File: src/rtl/fetch_pc_if.sv
// fetch_pc_if: fetch PC unit redirect/RAS request bundle and PC/status outputs
// master drives the i_* requests and observes o_*; slave is the PC unit side.
interface fetch_pc_if #(
  parameter int ADDR_WIDTH = 32,
  parameter int RAS_DEPTH  = 4
);
  logic                        i_freeze;
  logic                        i_flush_valid;
  logic [ADDR_WIDTH-1:0]       i_flush_target;
  logic                        i_branch_valid;
  logic [ADDR_WIDTH-1:0]       i_branch_target;
  logic                        i_call_push;
  logic                        i_ret_pop;
  logic [ADDR_WIDTH-1:0]       o_pc;
  logic                        o_pc_redirected;
  logic                        o_pending_valid;
  logic [$clog2(RAS_DEPTH):0]  o_ras_count;
  logic                        o_ras_underflow;
  modport master (
    output i_freeze, i_flush_valid, i_flush_target, i_branch_valid, i_branch_target, i_call_push, i_ret_pop,
    input  o_pc, o_pc_redirected, o_pending_valid, o_ras_count, o_ras_underflow
  );
  modport slave (
    input  i_freeze, i_flush_valid, i_flush_target, i_branch_valid, i_branch_target, i_call_push, i_ret_pop,
    output o_pc, o_pc_redirected, o_pending_valid, o_ras_count, o_ras_underflow
  );
endinterface

File: src/rtl/fetch_pc_unit.sv
// fetch_pc_unit: fetch-stage PC with prioritised redirects, freeze capture and a circular RAS
// Ports: clk, reset (async, active-high), bus (fetch_pc_if.slave: redirect/RAS requests in, PC/status out).
module fetch_pc_unit #(
  parameter int                    ADDR_WIDTH   = 32,
  parameter logic [ADDR_WIDTH-1:0] RESET_VECTOR = '0,
  parameter int                    INC          = 4,
  parameter int                    RAS_DEPTH    = 4
) (
  input logic       clk,
  input logic       reset,
  fetch_pc_if.slave bus
);
  localparam int PW = $clog2(RAS_DEPTH);
  logic [ADDR_WIDTH-1:0] r_pc, r_pend_tgt, w_seq, w_next;
  logic [ADDR_WIDTH-1:0] r_ras [RAS_DEPTH];
  logic [PW-1:0]         r_ptr, w_ptr_up;
  logic [PW:0]           r_cnt;
  logic r_red, r_pend, r_pend_flush, r_under;
  logic w_run, w_br, w_pop, w_under, w_push;
  // w_run: normal cycle, no flush and no captured redirect being consumed
  always_comb begin
    w_seq    = r_pc + ADDR_WIDTH'(INC);
    w_ptr_up = r_ptr + 1'b1;
    w_run    = !bus.i_freeze && !bus.i_flush_valid && !r_pend;
    w_br     = w_run && bus.i_branch_valid;
    w_pop    = w_run && !bus.i_branch_valid && bus.i_ret_pop && r_cnt != '0;
    w_under  = w_run && !bus.i_branch_valid && bus.i_ret_pop && r_cnt == '0;
    w_push   = w_run && bus.i_call_push;
    w_next   = bus.i_flush_valid ? bus.i_flush_target :
               r_pend            ? r_pend_tgt :
               w_br              ? bus.i_branch_target :
               w_pop             ? r_ras[r_ptr] : w_seq;
  end
  always_ff @(posedge clk or posedge reset) begin
    if (reset) begin
      r_pc         <= RESET_VECTOR;
      r_red        <= 1'b0;
      r_pend       <= 1'b0;
      r_pend_flush <= 1'b0;
      r_pend_tgt   <= '0;
      r_under      <= 1'b0;
      r_ptr        <= '0;
      r_cnt        <= '0;
    end else if (bus.i_freeze) begin
      r_under <= 1'b0;
      if (bus.i_flush_valid) begin
        r_pend       <= 1'b1;
        r_pend_flush <= 1'b1;
        r_pend_tgt   <= bus.i_flush_target;
      end else if (bus.i_branch_valid && !(r_pend && r_pend_flush)) begin
        r_pend       <= 1'b1;
        r_pend_flush <= 1'b0;
        r_pend_tgt   <= bus.i_branch_target;
      end
    end else begin
      r_pc         <= w_next;
      r_red        <= bus.i_flush_valid || r_pend || w_br || w_pop;
      r_pend       <= 1'b0;
      r_pend_flush <= 1'b0;
      r_under      <= w_under;
      r_ptr        <= (w_push && !w_pop) ? w_ptr_up : (w_pop && !w_push) ? r_ptr - 1'b1 : r_ptr;
      r_cnt        <= (w_push && !w_pop) ? ((r_cnt == (PW+1)'(RAS_DEPTH)) ? r_cnt : r_cnt + 1'b1) :
                      (w_pop && !w_push) ? r_cnt - 1'b1 : r_cnt;
    end
  end
  // push+pop replaces the old top in place; a plain push goes one above it
  always_ff @(posedge clk) begin
    if (w_push) r_ras[w_pop ? r_ptr : w_ptr_up] <= w_seq;
  end
  assign bus.o_pc            = r_pc;
  assign bus.o_pc_redirected = r_red;
  assign bus.o_pending_valid = r_pend;
  assign bus.o_ras_count     = r_cnt;
  assign bus.o_ras_underflow = r_under;
endmodule

File: src/flat_wrapper.sv
// flat-port wrapper written by rule: the top's interface ports become plain ports
module fetch_pc_unit_flat 
#(
  parameter int                    ADDR_WIDTH   = 32,
  parameter logic [ADDR_WIDTH-1:0] RESET_VECTOR = '0,
  parameter int                    INC          = 4,
  parameter int                    RAS_DEPTH    = 4
)
  (clk, reset, bus_i_freeze, bus_i_flush_valid, bus_i_flush_target, bus_i_branch_valid, bus_i_branch_target, bus_i_call_push, bus_i_ret_pop, bus_o_pc, bus_o_pc_redirected, bus_o_pending_valid, bus_o_ras_count, bus_o_ras_underflow);
  fetch_pc_if #(.ADDR_WIDTH(ADDR_WIDTH), .RAS_DEPTH(RAS_DEPTH)) bus_i ();
  input logic clk;
  input logic reset;
  input wire logic [$bits(bus_i.i_freeze)-1:0] bus_i_freeze;
  input wire logic [$bits(bus_i.i_flush_valid)-1:0] bus_i_flush_valid;
  input wire logic [$bits(bus_i.i_flush_target)-1:0] bus_i_flush_target;
  input wire logic [$bits(bus_i.i_branch_valid)-1:0] bus_i_branch_valid;
  input wire logic [$bits(bus_i.i_branch_target)-1:0] bus_i_branch_target;
  input wire logic [$bits(bus_i.i_call_push)-1:0] bus_i_call_push;
  input wire logic [$bits(bus_i.i_ret_pop)-1:0] bus_i_ret_pop;
  output wire logic [$bits(bus_i.o_pc)-1:0] bus_o_pc;
  output wire logic [$bits(bus_i.o_pc_redirected)-1:0] bus_o_pc_redirected;
  output wire logic [$bits(bus_i.o_pending_valid)-1:0] bus_o_pending_valid;
  output wire logic [$bits(bus_i.o_ras_count)-1:0] bus_o_ras_count;
  output wire logic [$bits(bus_i.o_ras_underflow)-1:0] bus_o_ras_underflow;
  assign bus_i.i_freeze = bus_i_freeze;
  assign bus_i.i_flush_valid = bus_i_flush_valid;
  assign bus_i.i_flush_target = bus_i_flush_target;
  assign bus_i.i_branch_valid = bus_i_branch_valid;
  assign bus_i.i_branch_target = bus_i_branch_target;
  assign bus_i.i_call_push = bus_i_call_push;
  assign bus_i.i_ret_pop = bus_i_ret_pop;
  assign bus_o_pc = bus_i.o_pc;
  assign bus_o_pc_redirected = bus_i.o_pc_redirected;
  assign bus_o_pending_valid = bus_i.o_pending_valid;
  assign bus_o_ras_count = bus_i.o_ras_count;
  assign bus_o_ras_underflow = bus_i.o_ras_underflow;
  fetch_pc_unit #(.ADDR_WIDTH(ADDR_WIDTH), .RESET_VECTOR(RESET_VECTOR), .INC(INC), .RAS_DEPTH(RAS_DEPTH)) u_core (.clk(clk), .reset(reset), .bus(bus_i));
endmodule
File: config.mk
export PLATFORM = sky130hd
export DESIGN_NAME = fetch_pc_unit_flat
export DESIGN_NICKNAME = d
export VERILOG_FILES = /design/src/rtl/fetch_pc_if.sv /design/src/rtl/fetch_pc_unit.sv /design/src/flat_wrapper.sv
export SDC_FILE = /design/constraint.sdc
export NUM_CORES = 1
export LEC_CHECK = 0
export BUFFER_PORTS_ARGS = -buffer_cell sky130_fd_sc_hd__buf_2
export CORE_MARGIN = 2
export CORE_UTILIZATION = 30
export DETAILED_ROUTE_END_ITERATION = 16
export RECOVER_POWER = 50
export SETUP_SLACK_MARGIN = 0.3
export SLEW_MARGIN = 10
export SYNTH_ARGS = -nofsm -noshare
export SYNTH_HDL_FRONTEND = slang
export SYNTH_SLANG_ARGS = --single-unit
File: constraint.sdc
create_clock -name clk -period 8.05 [get_ports clk]
set_clock_uncertainty 0.15 [all_clocks]
set_input_delay 1.2075 -clock clk [delete_from_list [all_inputs] [get_ports clk]]
set_output_delay 1.2075 -clock clk [all_outputs]
set_load 0.01 [all_outputs]
==> impl_results.rst, run 1 <==
.. list-table::
   :header-rows: 1

   * - Metric
     - Value
   * - Number of violations reported at the end of detailed-routing iteration 0
     - 574
   * - Vias after detailed routing
     - 6832
   * - Tightest Hold Check Type
     - flip-flop to flip-flop
   * - Die outline width
     - 182.9 um
   * - Longest Clk Path Bufs
     - 3
   * - Min-Delay Endpoint
     - u_core.r_pend_tgt[15]
   * - Setup slack of the critical path after layout
     - 2.872 ns
   * - Wire length per cell
     - 21.44 um
   * - Clock insertion delay at the later pin of the skew report
     - 0.51 ns
   * - IO Count
     - 109
   * - Post-route DRC violation count
     - 0
   * - Internal Power
     - 2067 uW
   * - Final count of pins violating max slew
     - 62
   * - Syn_nets
     - 823
   * - Total of buffers placed on input and output ports
     - 108
   * - Final worst path period need
     - 5.178 ns
   * - Post-synthesis cell type with the largest combined area
     - sky130_fd_sc_hd__edfxtp_1
   * - Number of enable-type register cells in the synthesized netlist
     - 128
   * - Wire length of the first global-routing pass
     - 41440 um
   * - Synth top cells by count
     - sky130_fd_sc_hd__edfxtp_1 (128), sky130_fd_sc_hd__nand2_1 (81), sky130_fd_sc_hd__dfrtp_1 (73), sky130_fd_sc_hd__o21ai_0 (52), sky130_fd_sc_hd__mux4_2 (32)
   * - Share of power burned in registers
     - 0.445
   * - Largest net degree at the start of global routing
     - 74
   * - Antenna violations before repair
     - 0
   * - Beginning of the worst register-to-register path
     - u_core.bus.o_pending_valid
   * - Final net count
     - 917
   * - Number of endpoints with negative hold slack in the final report
     - 0
   * - Worst rel slew slack
     - -0.3507
   * - Via count of the first global-routing pass
     - 6703
   * - Critical Path RT
     - 8.07 ns
   * - Placed inst area
     - 10550 um2
   * - Largest fanout of any net on the critical path
     - 22
   * - Global-route usage over all layers
     - 0.1614
   * - Startpoint of the lowest-slack hold path
     - u_core.r_pend_tgt[15]
   * - Arrival time of data at the critical path endpoint
     - 5.20 ns
   * - Leakage power
     - 0.004092 uW
   * - Aggregate negative setup slack
     - 0 ns
   * - Switching part of the total
     - 0.2962
   * - Number of inserted diodes
     - 0
   * - Proportion of synthesized flip-flops having asynchronous set or reset
     - 0.3632
   * - Worst hold path cell count
     - 2
   * - Number of buffer and inverter stages on the critical path
     - 2
   * - Cell area after synthesis
     - 9604 um2
   * - Outcome
     - finished with violations
   * - Number of warnings printed during yosys synthesis
     - 0
   * - ANT nets after route
     - 0
   * - Dominant cells by area after synthesis
     - sky130_fd_sc_hd__edfxtp_1 (40%), sky130_fd_sc_hd__dfrtp_1 (19%), sky130_fd_sc_hd__mux4_2 (7.5%)
   * - Number of detailed-routing iterations run before antenna repair
     - 5
   * - Flop2flop setup slack
     - 3.80 ns
   * - Failing checks
     - capacitance limit, slew limit
   * - Overall power
     - 2937 uW
   * - Max IR drop VDD
     - 141.7 uV
   * - #FFs+latches synth
     - 201
   * - Post-route standard cell area excluding fillers
     - 11140 um2
   * - Fraction of synthesized cell area taken by the top area cell type
     - 0.4002
   * - Cell chosen for the clock root
     - sky130_fd_sc_hd__clkbuf_16
   * - Cell count after synthesis
     - 750
   * - List of cells traversed by the critical path
     - clkbuf_1, nor4_1, nand3_1, or3_1, a21oi_4, buf_4
   * - Die Ht
     - 182.9 um
   * - Hold bufs inserted after CTS
     - 0
   * - Fraction of final layout cells with drive strength greater than 1
     - 0.1895
   * - Startpoint class of the critical path
     - primary input
   * - Most used flip-flop cell after synthesis
     - sky130_fd_sc_hd__edfxtp_1
   * - Switch Pwr
     - 870.0 uW
   * - Critical-path top delay cell
     - sky130_fd_sc_hd__nor4_1
   * - Worst slack at placement
     - 3.180 ns
   * - RSZ-0062 raised after global routing
     - no
   * - Number of cells upsized or downsized after cts
     - 0
   * - Gpl congestion
     - 0.7939
   * - Share of total power in the clock network
     - 0.334
   * - Class of the most critical setup path
     - primary input to flip-flop
   * - Transition time of the tightest slew-check pin
     - 2.026 ns
   * - Worst r2r path cells
     - 5
   * - Grt total ovfl
     - 0
   * - FP Rows
     - 65
   * - Initial Util
     - 0.3044
   * - Stage delay of the slowest cell on the critical path
     - 0.95 ns
   * - Setup-failing EPs final
     - 0
   * - Register area share after synthesis
     - 0.5904
   * - Clock net sink count
     - 201
   * - Most frequent cell after synthesis
     - sky130_fd_sc_hd__edfxtp_1
   * - Max-Cap Viols
     - 3
   * - Hold WS
     - 0.3290 ns
   * - CTS tree
     - built
   * - Vias per std cell
     - 5.414
   * - DP Wirelength
     - 17600 um
   * - Post-synthesis to final-layout area growth
     - 15.95%
   * - Reg-to-reg endpoint
     - u_core.r_pend_tgt[0]
   * - Level count of the clock H-tree
     - 1
   * - Die Area
     - 33460 um2
   * - Type of element capturing the critical path
     - flip-flop
   * - Count of buffers added by post-CTS timing repair for setup
     - 0
   * - Number of distinct library cells after synthesis
     - 62
   * - Clock buffers created by TritonCTS
     - 22
   * - Crit-path leading delay family
     - simple AND/OR/NAND/NOR gates
   * - Clock edge transition at the registers on the reported setup and hold paths
     - 0.06 ns
   * - Fraction of power consumed by combinational cells
     - 0.222
   * - Synthesized area per cell
     - 12.81 um2
   * - Power Dens Cells
     - 263.7 nW/um2
   * - Period utilisation layout
     - 0.6432
   * - Core Box Area
     - 31560 um2
   * - Wire length after detailed routing
     - 27060 um
   * - Maximum clock rate
     - 193.1 MHz
[layout make-up]
type | count | area [um2]
well taps | 402 | 503.0
repair buffers | 123 | 598.1
inverters | 13 | 50.05
clock buffers | 29 | 608.1
fillers | 3106 | 20420
flip-flops and latches | 201 | 5672
multi-input cells | 483 | 3620
clock inverters | 11 | 85.08
[metrics by stage]
| stage | instances | util |
|---|---|---|
| CTS | 1262 | 0.3563 |
| detailed placement | 1222 | 0.3343 |
| finish | 1262 | 0.3529 |
| global placement | 1222 | 0.3343 |
| floorplan | 750 | - |
| global route | 1262 | 0.3529 |
[worst min-delay path: stages, from the launching register on]
cell and delay [ns]:
sky130_fd_sc_hd__dfrtp_1 0.34, sky130_fd_sc_hd__nand2_1 0.04, sky130_fd_sc_hd__o21ai_0 0.06
[layout by cell type (no fill, tap or decap), drive strengths merged, types with 5 or more instances in the layout]
cell type | netlist | routed
o22ai | 5 | 5
clkinv | 1 | 10
mux2i | 25 | 25
clkbuf | 31 | 69
o21a | 7 | 7
a21o | 5 | 5
a221o | 18 | 18
nand2 | 81 | 81
buf | 22 | 83
nor2 | 30 | 30
o211ai | 9 | 9
inv | 12 | 12
xor2 | 8 | 8
nand3 | 17 | 17
and3 | 18 | 18
a21oi | 28 | 28
a31o | 9 | 9
edfxtp | 128 | 128
o221ai | 11 | 11
nor2b | 10 | 10
mux4 | 32 | 32
xnor2 | 24 | 24
a221oi | 15 | 15
nor4 | 6 | 6
dfrtp | 73 | 73
nand4 | 17 | 17
o21ai | 53 | 53
nor3 | 9 | 9
[how the worst max path moves through the flow]
stage	startpoint	end	slack, ns	depth (start not counted)
after floorplan	bus_i_freeze	u_core.r_ras[2][0]	3.43	8
after CTS	bus_i_freeze	u_core.r_ras[0][20]	3.69	6
after detailed placement	bus_i_freeze	u_core.r_ras[0][20]	3.18	6
after global routing	bus_i_freeze	u_core.r_ras[0][18]	2.61	6
after global placement	bus_i_freeze	u_core.r_ras[0][20]	3.28	6
final	bus_i_freeze	u_core.r_ras[0][25]	2.87	6
[logic make-up (layout without fill, tap and decap cells)]
family	Yosys count	in the layout	share of synthesized area
adders and majority gates	2	2	0.003387
muxes	59	59	0.1034
and+or+nand+nor	205	205	0.1077
AOI/OAI and AO/OA	185	185	0.1341
buffers and inverters	66	176	0.03179
xor gates and xnor gates	32	32	0.02918
DFF	201	201	0.5904
[state kept, by name, summed over array words and instances (netlist names)]
register,cells
u_core.r_pend_flush,1
u_core.bus.o_pc,32
u_core.bus.o_ras_count,3
u_core.bus.o_pending_valid,1
u_core.bus.o_pc_redirected,1
u_core.r_pend_tgt,32
u_core.r_ptr,2
u_core.r_ras,128
u_core.bus.o_ras_underflow,1
[power groups by stage]
stage                     Clock, uW  Sequential, uW  Combinational [uW]
after global placement            0            1320                 661
after floorplan                   0            1310                 469
after detailed placement          0            1320                 669
final                           980            1310                 651
after CTS                       996            1300                 670
after global routing           1040            1320                 714
[metal layers]
| metal | global-route usage | part of all wire | vias up |
|---|---|---|---|
| li1 | - | - | 3086 |
| met1 | 0.2404 | 0.46 | 3440 |
| met2 | 0.2503 | 0.46 | 274 |
| met3 | 0.02621 | 0.068 | 32 |
| met4 | 0.02976 | 0.015 | 0 |
| met5 | 0 | 0 | - |
Power figures use the tool's default switching activity.
==> inputs of run 2 (changes only) <==
- ABC_AREA: unset -> 1
- clock period: 8.05 -> 5 ns (I/O delays scaled with it)
==> run 2 against run 1 <==
  * The run still ends with capacitance limit, slew limit left
  * Die area is 7.1% higher
  * Core utilization hardly changed
  * Total power is 74% higher
  * Cell count is 41% higher
  * Largest power group unchanged
  * Setup slack worse by 1.5 ns
  * Clock-buffer cell count is 1 lower
  * Combinational power is 110% higher
  * Critical path type unchanged
  * Wire length is 6.3% higher
  * Area after synthesis is 7.2% higher
  * Global-route usage is 0.21 points lower
  * Sequential share of layout area is 3.2 points lower
==> impl_results.rst, run 2 <==
.. list-table::
   :header-rows: 1

   * - Metric
     - Value
   * - Outcome
     - finished with violations
   * - Failing checks
     - capacitance limit, slew limit
   * - Power Dens Cells
     - 430.3 nW/um2
   * - Stage delay of the slowest cell on the critical path
     - 1.34 ns
   * - Initial Util
     - 0.3056
   * - Final worst path period need
     - 3.676 ns
   * - Switching part of the total
     - 0.3441
   * - Crit-path leading delay family
     - buffers and inverters
   * - Die outline width
     - 189.3 um
   * - Vias after detailed routing
     - 8637
   * - FP Rows
     - 67
   * - IO Count
     - 109
   * - Leakage power
     - 0.004893 uW
   * - Proportion of synthesized flip-flops having asynchronous set or reset
     - 0.3632
   * - Final net count
     - 1388
   * - Critical Path RT
     - 5.27 ns
   * - Global-route usage over all layers
     - 0.1592
   * - Antenna violations before repair
     - 0
   * - Post-route DRC violation count
     - 0
   * - Switch Pwr
     - 1760 uW
   * - Cell count after synthesis
     - 1234
   * - Fraction of synthesized cell area taken by the top area cell type
     - 0.3733
   * - Cell chosen for the clock root
     - sky130_fd_sc_hd__clkbuf_16
   * - Clock buffers created by TritonCTS
     - 22
   * - Register with the most flip-flops
     - u_core.r_ras
   * - Critical path's most frequent cell
     - sky130_fd_sc_hd__buf_4
   * - Fraction of final layout cells with drive strength greater than 1
     - 0.1082
   * - DP Wirelength
     - 19400 um
   * - Register area share after synthesis
     - 0.5507
   * - Tightest Hold Check Type
     - flip-flop to flip-flop
   * - Final count of pins violating max slew
     - 109
   * - Share of power burned in registers
     - 0.413
   * - Syn_nets
     - 1307
   * - Number of endpoints with negative hold slack in the final report
     - 0
   * - Class of the most critical setup path
     - primary input to flip-flop
   * - #FFs+latches synth
     - 201
   * - Transition time of the tightest slew-check pin
     - 1.930 ns
   * - Clock edge transition at the registers on the reported setup and hold paths
     - 0.06 ns
   * - Share of total power in the clock network
     - 0.324
   * - Wire length per cell
     - 16.17 um
   * - Wire length of the first global-routing pass
     - 45780 um
   * - Via count of the first global-routing pass
     - 8060
   * - Worst rel slew slack
     - -0.2866
   * - Cell area after synthesis
     - 10300 um2
   * - Aggregate negative setup slack
     - 0 ns
   * - Startpoint class of the critical path
     - primary input
   * - Fill cell instance count of the final layout
     - 3524
   * - Longest Clk Path Bufs
     - 3
   * - Number of warnings printed during yosys synthesis
     - 0
   * - Post-route standard cell area excluding fillers
     - 11890 um2
   * - Vias per std cell
     - 4.855
   * - Grt total ovfl
     - 0
   * - Critical-path top delay cell
     - sky130_fd_sc_hd__clkbuf_1
   * - Die Ht
     - 189.3 um
   * - Number of cells upsized or downsized after cts
     - 0
   * - Period utilisation layout
     - 0.7351
   * - Most frequent cell after synthesis
     - sky130_fd_sc_hd__nand2_1
   * - Setup-failing EPs final
     - 0
   * - Placed inst area
     - 11210 um2
   * - Level count of the clock H-tree
     - 1
   * - Core Box Area
     - 33700 um2
   * - Number of buffer and inverter stages on the critical path
     - 4
   * - Number of inserted diodes
     - 0
   * - Number of violations reported at the end of detailed-routing iteration 0
     - 704
   * - Number of detailed-routing iterations run before antenna repair
     - 5
   * - Dominant cells by area after synthesis
     - sky130_fd_sc_hd__edfxtp_1 (37%), sky130_fd_sc_hd__dfrtp_1 (18%), sky130_fd_sc_hd__nand2_1 (13%)
   * - Hold bufs inserted after CTS
     - 0
   * - Max-Cap Viols
     - 3
   * - Flip-flop count of the largest register after layout
     - 128
   * - Number of enable-type register cells in the synthesized netlist
     - 128
   * - Overall power
     - 5114 uW
   * - Max IR drop VDD
     - 270.4 uV
   * - Internal Power
     - 3354 uW
   * - RSZ-0062 raised after global routing
     - no
   * - Most used flip-flop cell after synthesis
     - sky130_fd_sc_hd__edfxtp_1
   * - Count of buffers added by post-CTS timing repair for setup
     - 0
   * - ANT nets after route
     - 0
   * - Number of distinct library cells after synthesis
     - 39
   * - Arrival time of data at the critical path endpoint
     - 3.95 ns
   * - Die Area
     - 35820 um2
   * - Commonest cells after routing, fill and taps aside
     - sky130_fd_sc_hd__nand2_1 (371), sky130_fd_sc_hd__nor2_1 (221), sky130_fd_sc_hd__edfxtp_1 (128)
   * - Gpl congestion
     - 0.8729
   * - Most frequent standard cell in the layout excluding fill and tap cells
     - sky130_fd_sc_hd__nand2_1
   * - Maximum clock rate
     - 272.1 MHz
   * - Largest fanout of any net on the critical path
     - 54
   * - Total of buffers placed on input and output ports
     - 108
   * - Post-synthesis to final-layout area growth
     - 15.43%
   * - Clock insertion delay at the later pin of the skew report
     - 0.50 ns
   * - Synthesized area per cell
     - 8.345 um2
   * - Final Util
     - 0.3527
   * - Post-synthesis cell type with the largest combined area
     - sky130_fd_sc_hd__edfxtp_1
   * - Synth top cells by count
     - sky130_fd_sc_hd__nand2_1 (369), sky130_fd_sc_hd__nor2_1 (221), sky130_fd_sc_hd__edfxtp_1 (128), sky130_fd_sc_hd__a21oi_1 (103), sky130_fd_sc_hd__dfrtp_1 (73)
   * - Largest net degree at the start of global routing
     - 81
   * - Type of element capturing the critical path
     - flip-flop
   * - CTS tree
     - built
   * - List of cells traversed by the critical path
     - clkbuf_1, clkinv_1, buf_4, a21oi_4, buf_4, nor2_1, a31oi_1
   * - Wire length after detailed routing
     - 28770 um
   * - Fraction of power consumed by combinational cells
     - 0.262
   * - Clock net sink count
     - 201
-- run 2: cell count changes in the layout (fill, tap and decap cells not counted), moves of 14 or more --
cell	previous run	this run
sky130_fd_sc_hd__a221oi_1	14	0
sky130_fd_sc_hd__nor2_1	28	221
sky130_fd_sc_hd__nand3_1	17	64
sky130_fd_sc_hd__mux4_2	32	0
sky130_fd_sc_hd__a221o_1	18	0
sky130_fd_sc_hd__mux2i_1	25	0
sky130_fd_sc_hd__a21oi_1	26	103
sky130_fd_sc_hd__and3_1	18	0
sky130_fd_sc_hd__nand4_1	17	1
sky130_fd_sc_hd__nand2_1	81	371
sky130_fd_sc_hd__a31oi_1	4	36
sky130_fd_sc_hd__inv_1	11	53
sky130_fd_sc_hd__xnor2_1	24	6
-- run 2: final cells by class --
| type | instances | area, um2 | area share |
|---|---|---|---|
| Tap cell | 448 | 560.5 | 0.04716 |
| Clock buffer | 28 | 594.3 | 0.05000 |
| Multi-Input combinational cell | 909 | 4081 | 0.3434 |
| Sequential cell | 201 | 5672 | 0.4772 |
| Clock inverter | 12 | 150.1 | 0.01263 |
| Timing Repair Buffer | 124 | 609.3 | 0.05126 |
| Inverter | 57 | 219.0 | 0.01842 |
-- run 2: path summary, 6_finish.rpt --
kind | start | to | slack, ns | cells after the start
max in group asynchronous | reset | u_core.bus.o_pc[25] | 1.68 | 3
min | u_core.bus.o_pc_redirected | u_core.bus.o_pc_redirected | 0.35 | 1
min in group asynchronous | reset | u_core.r_pend_tgt[7] | 0.58 | 2
max reg2reg | u_core.r_ptr[0] | u_core.r_ras[2][19] | 2.22 | 7
max | bus_i_freeze | u_core.r_pend_tgt[5] | 1.32 | 7
min reg2reg | u_core.bus.o_pc_redirected | u_core.bus.o_pc_redirected | 0.35 | 1
-- run 2: layer usage --
metal  global-route usage  vias up  wire [um]
li1                     -     4244          -
met1               0.2367     4063      13620
met2               0.2477      298      12720
met3              0.01650       32       1937
met4              0.04085        0        496
met5                    0        -          0
-- run 2: power by group through the flow --
| stage | logic [uW] | clock network, uW | registers, uW |
|---|---|---|---|
| after floorplan | 925 | 0 | 2090 |
| after global placement | 1340 | 0 | 2140 |
| after detailed placement | 1360 | 0 | 2150 |
| after CTS | 1360 | 1690 | 2110 |
| after global routing | 1520 | 1760 | 2140 |
| final | 1340 | 1660 | 2110 |
-- run 2: cell families (layout without fill, tap and decap cells) --
group	after synthesis	after routing	synth area share
buffers and inverters	124	221	0.05371
XOR/XNOR	13	13	0.01106
AND/OR/NAND/NOR	681	681	0.2708
flip-flops	201	201	0.5507
adder cells (fa/ha/maj)	2	2	0.003159
AO/OA/AOI/OAI	213	213	0.1106
-- run 2: worst reg2reg max path, delay by kind of cell (launching register included) --
family,cells,cell delay (ns)
simple gates,2,0.34
buf+inv,4,1.05
compound gates,1,0.28
flops,1,0.59
-- run 2: stage by stage --
step                      hold slack [ns]  worst slack [ns]  instances
after floorplan                    0.3479             1.305       1234
after global placement             0.3121             1.736       1739
after detailed placement           0.3269             1.707       1739
after CTS                          0.3088             2.209       1779
after global routing               0.3619             1.020       1779
final                              0.3451             1.324       1779
==> inputs of run 3 (changes only) <==
- ABC_AREA: 1 -> 0
- clock period: 5 -> 3.2 ns (I/O delays scaled with it)
==> run 3 against run 2 <==
  * The run now ends clean
  * Worst hold slack worse by 0.22 ns
  * Critical path depth is 1 lower
  * Sequential power rose by 59%
  * Setup slack worse by 0.92 ns
  * Sequential share of layout area rose by 1.4 points
  * Register-to-register slack got worse by 1.8 ns
  * Combinational power rose by 22%
  * Sequential cell count is the same
  * Clock-buffer cell count rose by 2
  * Global-route usage increased by 0.91 points
==> impl_results.rst, run 3 (synthesized netlist as in run 1, its figures left out) <==
.. list-table::
   :header-rows: 1

   * - Metric
     - Value
   * - Grt total ovfl
     - 0
   * - Clock insertion delay at the later pin of the skew report
     - 0.51 ns
   * - Hold WS
     - 0.1271 ns
   * - Layer with the highest usage after global routing
     - met2
   * - Die Area
     - 33460 um2
   * - Arrival time of data at the critical path endpoint
     - 2.86 ns
   * - ANT nets after route
     - 0
   * - Total of buffers placed on input and output ports
     - 108
   * - Wire length after detailed routing
     - 28290 um
   * - Final Util
     - 0.3656
   * - Vias after detailed routing
     - 7012
   * - Fill cell instance count of the final layout
     - 3090
   * - Number of endpoints with negative hold slack in the final report
     - 0
   * - Max-Cap Viols
     - 0
   * - Cell chosen for the clock root
     - sky130_fd_sc_hd__clkbuf_16
   * - Clock edge transition at the registers on the reported setup and hold paths
     - 0.06 ns
   * - Wire length per cell
     - 21.93 um
   * - Startpoint class of the critical path
     - flip-flop
   * - Post-route DRC violation count
     - 0
   * - Placed inst area
     - 10800 um2
   * - IO Count
     - 109
   * - Via count of the first global-routing pass
     - 7011
   * - Gpl congestion
     - 0.8038
   * - Outcome
     - finished, final reports clean
   * - Commonest cells after routing, fill and taps aside
     - sky130_fd_sc_hd__edfxtp_1 (128), sky130_fd_sc_hd__nand2_1 (81), sky130_fd_sc_hd__dfrtp_1 (72)
   * - Setup slack of the critical path after layout
     - 0.4033 ns
   * - FP Rows
     - 65
   * - Global-route usage over all layers
     - 0.1683
   * - Maximum clock rate
     - 357.6 MHz
   * - Period utilisation layout
     - 0.8740
   * - CTS tree
     - built
   * - Post-route standard cell area excluding fillers
     - 11540 um2
   * - Die outline width
     - 182.9 um
   * - Area taken by multi-input logic gates
     - 3661 um2
   * - Max IR drop VDD
     - 380.3 uV
   * - Clock buffers created by TritonCTS
     - 24
   * - Level count of the clock H-tree
     - 1
   * - Met1 track utilization from global routing
     - 0.2263
   * - Area occupied by registers
     - 5672 um2
   * - Global-route met2 utilization
     - 0.2733
   * - Type of element capturing the critical path
     - flip-flop
   * - Critical Path RT
     - 3.26 ns
   * - Final count of pins violating max slew
     - 0
   * - Antenna violations before repair
     - 1
   * - Transition time of the tightest slew-check pin
     - 1.306 ns
   * - Number of violations reported at the end of detailed-routing iteration 0
     - 602
   * - Count of buffers added by post-CTS timing repair for setup
     - 0
   * - Register with the most flip-flops
     - u_core.r_ras
   * - Class of the most critical setup path
     - flip-flop to flip-flop
   * - Worst rel slew slack
     - 0.1248
   * - Most frequent standard cell in the layout excluding fill and tap cells
     - sky130_fd_sc_hd__edfxtp_1
   * - Longest Clk Path Bufs
     - 3
   * - Number of detailed-routing iterations run before antenna repair
     - 5
   * - Setup-failing EPs final
     - 0
   * - Power Dens Cells
     - 672.5 nW/um2
   * - Aggregate negative setup slack
     - 0 ns
   * - Core Box Area
     - 31560 um2
   * - Flip-flop count of the largest register after layout
     - 128
   * - Clock net sink count
     - 201
   * - Fraction of final layout cells with drive strength greater than 1
     - 0.2187
   * - Wire length of the first global-routing pass
     - 43080 um
   * - Post-synthesis to final-layout area growth
     - 20.13%
   * - Leakage power
     - 0.004277 uW
   * - Largest fanout of any net on the critical path
     - 16
   * - Vias per std cell
     - 5.436
   * - Met3 Use GR
     - 0.03912
   * - Final worst path period need
     - 2.797 ns
   * - Final net count
     - 942
   * - RSZ-0062 raised after global routing
     - no
   * - DP Wirelength
     - 19530 um
   * - Largest net degree at the start of global routing
     - 92
   * - Tightest Hold Check Type
     - primary input to flip-flop
   * - Worst slack at placement
     - 0.3172 ns
   * - Initial Util
     - 0.3044
   * - Die Ht
     - 182.9 um
## run 3: changes by cell type in the layout (fill, tap and decap cells not counted), moves of 32 or more
cell | before | now
sky130_fd_sc_hd__inv_1 | 53 | 11
sky130_fd_sc_hd__nand2_1 | 371 | 81
sky130_fd_sc_hd__nor2_1 | 221 | 27
sky130_fd_sc_hd__mux4_2 | 0 | 32
sky130_fd_sc_hd__a21oi_1 | 103 | 26
sky130_fd_sc_hd__nand3_1 | 64 | 17
sky130_fd_sc_hd__a31oi_1 | 36 | 4
## run 3: cell type report
type	instances	share of cell area
flip-flops and latches	201	0.4916
multi-input cells	483	0.3173
repair buffers	146	0.07309
clock buffers	30	0.05585
well taps	402	0.04360
clock inverters	14	0.01399
inverters	13	0.004338
diodes	1	0.0002169
## run 3: repair_timing
| action | 4_1_cts | 5_1_grt |
|---|---|---|
| endpoints found under the setup margin | 0 | 1 |
| resized for setup | 0 | 1 |
| hold buffers | 1 | 0 |
| hold endpoints to repair | 24 | 0 |
## run 3: per-stage QoR
| stage | cells | total power (uW) |
|---|---|---|
| finish | 1290 | 7759 |
| global route | 1290 | 8078 |
| CTS | 1289 | 7840 |
| detailed placement | 1244 | 5077 |
| global placement | 1244 | 5057 |
| floorplan | 750 | 4491 |
## run 3: path summary, 6_finish.rpt
kind	end	startpoint	cells after the start	slack (ns)
max	u_core.r_ras[3][10]	u_core.bus.o_pending_valid	6	0.40
min	u_core.r_pend_tgt[0]	bus_i_flush_target[0]	3	0.13
max reg2reg	u_core.r_ras[3][10]	u_core.bus.o_pending_valid	6	0.40
min reg2reg	u_core.r_pend_tgt[3]	u_core.r_pend_tgt[3]	2	0.33
max in group asynchronous	u_core.bus.o_pc[9]	reset	4	1.01
min in group asynchronous	u_core.r_pend_flush	reset	3	0.64
## run 3: where the power goes
group	switching (uW)	internal, uW
Clock	1090	1680
Combinational	865	769
Sequential	301	3060
## run 3: routing by layer
| layer | routed length (um) | part of all wire |
|---|---|---|
| met3 | 2167 | 0.077 |
| met2 | 13200 | 0.47 |
| met4 | 606 | 0.021 |
| met1 | 12320 | 0.44 |
| met5 | 0 | 0 |
## run 3: critical path, cell delays in order, from the launching register on
cell and delay (ns):
sky130_fd_sc_hd__dfrtp_1 0.43, sky130_fd_sc_hd__buf_4 0.25, sky130_fd_sc_hd__nor3_1 0.29, sky130_fd_sc_hd__clkbuf_1 0.35
sky130_fd_sc_hd__and2_0 0.24, sky130_fd_sc_hd__and3_1 0.50, sky130_fd_sc_hd__buf_4 0.27
